<file path="src/rtl/location_keypad_entry.sv">
// Keypad front end for the purchase block: collects two digits, validates the
// slot number and hands it to the purchase stage with a confirm pulse.
module location_keypad_entry #(
    parameter int TIMEOUT_CYCLES = 1000,
    parameter int ERR_HOLD       = 16,
    parameter int MIN_LOC        = 11,
    parameter int MAX_LOC        = 68
) (
    input  logic       clk,
    input  logic       rst_n,
    input  logic       key_valid,
    input  logic [3:0] key_code,
    input  logic       process_finish,
    output logic [6:0] location,
    output logic       confirm,
    output logic       cancel,
    output logic       busy,
    output logic       entry_error,
    output logic       timeout,
    output logic [3:0] tens_digit,
    output logic [3:0] units_digit
);

    localparam logic [2:0] ST_IDLE = 3'd0;
    localparam logic [2:0] ST_ONE  = 3'd1;
    localparam logic [2:0] ST_TWO  = 3'd2;
    localparam logic [2:0] ST_REQ  = 3'd3;
    localparam logic [2:0] ST_ERR  = 3'd4;

    localparam int CW = $clog2(TIMEOUT_CYCLES + 1);
    localparam int EW = $clog2(ERR_HOLD + 1);
    localparam logic [CW-1:0] CNT_LAST = CW'(TIMEOUT_CYCLES - 1);
    localparam logic [CW-1:0] CNT_ZERO = CW'(0);
    localparam logic [CW-1:0] CNT_ONE  = CW'(1);
    localparam logic [EW-1:0] ERR_LAST = EW'(ERR_HOLD - 1);
    localparam logic [EW-1:0] ERR_ZERO = EW'(0);
    localparam logic [EW-1:0] ERR_ONE  = EW'(1);

    localparam logic [3:0] KEY_CLEAR  = 4'd10;
    localparam logic [3:0] KEY_ENTER  = 4'd11;
    localparam logic [3:0] KEY_CANCEL = 4'd12;
    localparam logic [3:0] BLANK      = 4'hF;
    localparam logic [6:0] LOC_MIN    = 7'(MIN_LOC);
    localparam logic [6:0] LOC_MAX    = 7'(MAX_LOC);

    // Two BCD digits to a slot number; 9*10+9 still fits in 7 bits.
    function automatic logic [6:0] loc_value(input logic [3:0] t, input logic [3:0] u);
        return ({3'b000, t} * 7'd10) + {3'b000, u};
    endfunction

    logic [2:0]    state_r, state_nx_s;
    logic [CW-1:0] cnt_r, cnt_nx_s;
    logic [EW-1:0] err_cnt_r, err_cnt_nx_s;
    logic [6:0]    location_r, location_nx_s;
    logic          confirm_r, confirm_nx_s;
    logic          cancel_r, cancel_nx_s;
    logic          busy_r, busy_nx_s;
    logic          entry_error_r, entry_error_nx_s;
    logic          timeout_r, timeout_nx_s;
    logic [3:0]    tens_r, tens_nx_s;
    logic [3:0]    units_r, units_nx_s;

    logic          is_digit_s, is_clear_s, is_enter_s, is_cancel_s;
    logic          go_err_s;
    logic [6:0]    entry_val_s;

    assign is_digit_s  = key_valid && (key_code <= 4'd9);
    assign is_clear_s  = key_valid && (key_code == KEY_CLEAR);
    assign is_enter_s  = key_valid && (key_code == KEY_ENTER);
    assign is_cancel_s = key_valid && (key_code == KEY_CANCEL);
    assign entry_val_s = loc_value(tens_r, units_r);

    // Next-state and next-output logic for the entry sequencer.
    always_comb begin
        state_nx_s       = state_r;
        cnt_nx_s         = cnt_r;
        err_cnt_nx_s     = err_cnt_r;
        location_nx_s    = location_r;
        confirm_nx_s     = 1'b0;
        cancel_nx_s      = 1'b0;
        busy_nx_s        = busy_r;
        entry_error_nx_s = entry_error_r;
        timeout_nx_s     = 1'b0;
        tens_nx_s        = tens_r;
        units_nx_s       = units_r;
        go_err_s         = 1'b0;

        case (state_r)
            ST_IDLE: begin
                cnt_nx_s = CNT_ZERO;
                if (is_digit_s) begin
                    tens_nx_s  = key_code;
                    state_nx_s = ST_ONE;
                end else if (is_cancel_s) begin
                    cancel_nx_s = 1'b1;
                end else begin
                    state_nx_s = ST_IDLE;
                end
            end
            ST_ONE, ST_TWO: begin
                cnt_nx_s = CNT_ZERO;
                if (is_digit_s && (state_r == ST_ONE)) begin
                    units_nx_s = key_code;
                    state_nx_s = ST_TWO;
                end else if (is_clear_s) begin
                    if (state_r == ST_ONE) begin
                        tens_nx_s  = BLANK;
                        state_nx_s = ST_IDLE;
                    end else begin
                        units_nx_s = BLANK;
                        state_nx_s = ST_ONE;
                    end
                end else if (is_cancel_s) begin
                    cancel_nx_s = 1'b1;
                    tens_nx_s   = BLANK;
                    units_nx_s  = BLANK;
                    state_nx_s  = ST_IDLE;
                end else if (is_enter_s) begin
                    if ((state_r == ST_TWO) && (entry_val_s >= LOC_MIN) && (entry_val_s <= LOC_MAX)) begin
                        location_nx_s = entry_val_s;
                        confirm_nx_s  = 1'b1;
                        busy_nx_s     = 1'b1;
                        state_nx_s    = ST_REQ;
                    end else begin
                        go_err_s = 1'b1;
                    end
                end else if (cnt_r == CNT_LAST) begin
                    // A key arriving on the expiry cycle is handled above and wins.
                    timeout_nx_s = 1'b1;
                    tens_nx_s    = BLANK;
                    units_nx_s   = BLANK;
                    state_nx_s   = ST_IDLE;
                end else begin
                    cnt_nx_s = cnt_r + CNT_ONE;
                end
            end
            ST_REQ: begin
                cnt_nx_s = CNT_ZERO;
                if (process_finish) begin
                    busy_nx_s  = 1'b0;
                    tens_nx_s  = BLANK;
                    units_nx_s = BLANK;
                    state_nx_s = ST_IDLE;
                end else if (is_cancel_s) begin
                    cancel_nx_s = 1'b1;
                end else if (cnt_r == CNT_LAST) begin
                    busy_nx_s = 1'b0;
                    go_err_s  = 1'b1;
                end else begin
                    cnt_nx_s = cnt_r + CNT_ONE;
                end
            end
            ST_ERR: begin
                cnt_nx_s = CNT_ZERO;
                if (err_cnt_r == ERR_LAST) begin
                    entry_error_nx_s = 1'b0;
                    err_cnt_nx_s     = ERR_ZERO;
                    state_nx_s       = ST_IDLE;
                end else begin
                    err_cnt_nx_s = err_cnt_r + ERR_ONE;
                end
            end
            default: begin
                state_nx_s       = ST_IDLE;
                cnt_nx_s         = CNT_ZERO;
                err_cnt_nx_s     = ERR_ZERO;
                busy_nx_s        = 1'b0;
                entry_error_nx_s = 1'b0;
                tens_nx_s        = BLANK;
                units_nx_s       = BLANK;
            end
        endcase

        if (go_err_s) begin
            state_nx_s       = ST_ERR;
            err_cnt_nx_s     = ERR_ZERO;
            entry_error_nx_s = 1'b1;
            tens_nx_s        = BLANK;
            units_nx_s       = BLANK;
            cnt_nx_s         = CNT_ZERO;
        end else begin
            err_cnt_nx_s = err_cnt_nx_s;
        end
    end

    // State and output registers with synchronous active-low reset.
    always_ff @(posedge clk) begin
        if (!rst_n) begin
            state_r       <= ST_IDLE;
            cnt_r         <= CNT_ZERO;
            err_cnt_r     <= ERR_ZERO;
            location_r    <= 7'd0;
            confirm_r     <= 1'b0;
            cancel_r      <= 1'b0;
            busy_r        <= 1'b0;
            entry_error_r <= 1'b0;
            timeout_r     <= 1'b0;
            tens_r        <= BLANK;
            units_r       <= BLANK;
        end else begin
            state_r       <= state_nx_s;
            cnt_r         <= cnt_nx_s;
            err_cnt_r     <= err_cnt_nx_s;
            location_r    <= location_nx_s;
            confirm_r     <= confirm_nx_s;
            cancel_r      <= cancel_nx_s;
            busy_r        <= busy_nx_s;
            entry_error_r <= entry_error_nx_s;
            timeout_r     <= timeout_nx_s;
            tens_r        <= tens_nx_s;
            units_r       <= units_nx_s;
        end
    end

    assign location    = location_r;
    assign confirm     = confirm_r;
    assign cancel      = cancel_r;
    assign busy        = busy_r;
    assign entry_error = entry_error_r;
    assign timeout     = timeout_r;
    assign tens_digit  = tens_r;
    assign units_digit = units_r;

endmodule

</file>
<file path="config.mk">
export PLATFORM = sky130hd
export DESIGN_NAME = location_keypad_entry
export DESIGN_NICKNAME = d
export VERILOG_FILES = /design/src/rtl/location_keypad_entry.sv
export SDC_FILE = /design/constraint.sdc
export NUM_CORES = 1
export LEC_CHECK = 0
export BUFFER_PORTS_ARGS = -buffer_cell sky130_fd_sc_hd__buf_2
export CAP_MARGIN = 20
export CORE_MARGIN = 2
export CORE_UTILIZATION = 50
export DETAILED_ROUTE_END_ITERATION = 7
export GPL_ROUTABILITY_DRIVEN = 0
export PLACE_DENSITY = 0.7
export SKIP_LAST_GASP = 1
export SYNTH_ARGS = -nofsm -noshare
export SYNTH_HDL_FRONTEND = slang
export SYNTH_SLANG_ARGS = --single-unit
</file>
<file path="constraint.sdc">
create_clock -name clk -period 3.65 [get_ports clk]
set_input_delay 0.365 -clock clk [delete_from_list [all_inputs] [get_ports clk]]
set_output_delay 0.365 -clock clk [all_outputs]
set_load 0.05 [all_outputs]
</file>
==> qor.csv <==
metric;value;unit
status;finished clean;
cts_buffers;5;
routed.top_layer;met4;
synth.ff_latch_count;38;
leakage;0.000954;uW
syn_area;2270;sq um
initial_core_util;0.521;
insertion_delay;0.29;ns
worstPathRequired;3.80;ns
synth-edff-count;0;
skew;0.00532;ns
cts-root-buf;clkbuf_8;
layout.cells.non_filler;339;
die_w;71.4;um
drv_slew;0;
synthesis.nets;289;
hp-class;in -> reg;
worst-path-buf-inv;1;
dp_cells;331;
cts.repair.resized;0;
ctsHoldBuffers;0;
critPathLaunchType;flop;
crit_chain;ha_1, ha_1, inv_1, fa_1, xor2_1, o22a_1, o31a_1, a21boi_4, nor3_1;
ys.flop_type;dfxtp_1;
crit_fanout;17;
maxCapViolations;0;
endpoint_kind;flop;
relSlewSlack;0.523;
finalWorstSetupSlack;0.677;ns
nNetsFinal;305;
wl_met3;273;um
h-tree-depth;2;
cts_max_path_buffers;2;
fin_tns_setup;0;ns
syn_area_per_cell;8.41;sq um
die-area;5090;sq um
dp_hpwl;3730;um
via_per_inst;6.12;
ys_warn_count;0;
io_pins;28;
placed_area;2380;sq um
fin_crit_sh;0.814;
synth_common_cells;dfxtp_1 (38), nand3_1 (20), nor3_1 (20);
netlist-cell-type-count;59;
drtIter0Drc;77;
peakVddDrop;203;uV
drt-met1-wl;2190;um
fin_area;2490;sq um
area_delta_synth_final;9.76;%
yosys.area.top_type;dfxtp_1;
crit_slowest_cell;fa_1;
ant_nets;0;
rsz0062_at_grt;false;
arrival;3.12;ns
fp-row-count;24;
antenna_found_initial;0;
final_hold_viol_count;0;
powerDensity;425;nW/um^2
wl_met2;2550;um
yosysMostFrequentCell;dfxtp_1;
cp_top_family;compound AO/OA/AOI/OAI gates;
grt-ovfl-total;0;
grt_usage;0.209;
cpMostUsedCell;ha_1;
async_reset_ff_frac;0;
grt_max_degree;21;
max_stage_delay;0.51;ns
cts_sinks;38;
postSynthCellCount;270;
synth_top_cell_area_share;0.335;
vias;2075;
worst_pin_slew;0.711;ns
drc;0;
cts_tree;built;
core;4350;sq um
diodes;0;
wl_per_cell;14.9;um
fin_crit;2.97;ns
fmax;336;MHz
post_cts_buffers;0;
pre_cts_slack;0.663;ns
port_buffers;27;
routed_wl;5070;um
drive_above_1_share;0.178;
grt_pass1_wl;8530;um
drt-pass1-iter-count;4;
finalSetupViolCount;0;
synthTopCellsByArea;dfxtp_1 (34%), ha_1 (5.0%), nand3_1 (4.4%), nor3_1 (4.4%), a21oi_1 (3.5%);
die_y;71.4;um
grt_pass1_vias;1898;
seq_area_frac_synth;0.335;
clk_pin_slew;0.08;ns
crit_type;reg -> reg;
through the flow:
| stage | utilization | total power, uW | hold WS, ns |
|---|---|---|---|
| 6_report | 0.572 | 1060 | 0.329 |
| 5_1_grt | 0.572 | 1110 | 0.338 |
| 4_1_cts | 0.572 | 1060 | 0.324 |
| 3_5_place_dp | 0.546 | 706 | 0.458 |
| 3_3_place_gp | 0.546 | 706 | 0.432 |
| 2_1_floorplan | - | 658 | 0.415 |
state kept, by name (all words and copies together) (netlist names):
signal / count
busy: 1
cancel: 1
cnt_r: 10
confirm: 1
entry_error: 1
err_cnt_r: 5
location: 7
state_r: 3
tens_digit: 4
timeout: 1
units_digit: 4
final timing paths:
kind                                   start                   endpoint  slack (ns)  cells past startpoint
setup / recovery  tens_digit[1]$_SDFFE_PP1P_    state_r[0]$_SDFFE_PP0P_        0.68                      9
hold / removal                         rst_n         timeout$_SDFF_PP0_        0.33                      3
setup reg to reg  tens_digit[1]$_SDFFE_PP1P_    state_r[0]$_SDFFE_PP0P_        0.68                      9
hold reg to reg    err_cnt_r[4]$_SDFFE_PP0N_  err_cnt_r[4]$_SDFFE_PP0N_        0.46                      2
cell type report:
type | count | area [sq um]
Sequential cell | 38 | 761
Multi-Input combinational cell | 207 | 1390
Fill cell | 422 | 1860
Timing Repair Buffer | 27 | 135
Inverter | 7 | 26.3
Tap cell | 52 | 65.1
Clock inverter | 3 | 45.0
Clock buffer | 5 | 68.8
cells by family after synthesis:
group                      share of synthesized area
AOI/OAI and AO/OA                              0.191
xor gates and xnor gates                      0.0612
adders and majority gates                     0.0673
buffers and inverters                         0.0524
DFF                                            0.335
muxes                                        0.00992
and+or+nand+nor                                0.283
placed cells by master (no fill, tap or decap), types with 5 or more instances in the layout:
| cell | netlist | routed |
|---|---|---|
| and2_1 | 5 | 5 |
| buf_2 | 2 | 27 |
| a31oi_1 | 6 | 6 |
| o21ai_0 | 10 | 10 |
| nor2_1 | 19 | 19 |
| xor2_1 | 6 | 6 |
| nor4b_1 | 5 | 5 |
| dfxtp_1 | 38 | 38 |
| inv_1 | 7 | 7 |
| clkbuf_8 | 0 | 5 |
| nor3_1 | 20 | 20 |
| ha_1 | 9 | 9 |
| nand4_1 | 6 | 6 |
| nor4_1 | 5 | 5 |
| xnor2_1 | 8 | 8 |
| nand3_1 | 20 | 20 |
| nand2_1 | 13 | 13 |
| a21oi_1 | 16 | 16 |
worst reg2reg max path, stage by stage (launching register included):
cell and delay (ns):
dfxtp_1 0.43, ha_1 0.27, ha_1 0.19, inv_1 0.06, fa_1 0.51, xor2_1 0.21, o22a_1 0.22, o31a_1 0.37
a21boi_4 0.44, nor3_1 0.13
power breakdown:
group / internal, uW / switching [uW]
Clock: 203 / 154
Sequential: 420 / 9.13
Combinational: 94.0 / 178
layer usage:
metal / global-route usage / vias up
met2: 0.347 / 56
li1: - / 1028
met1: 0.266 / 985
met4: 0.0734 / 0
met5: 0 / -
met3: 0.0478 / 6
(Power assumes the default switching activity.)
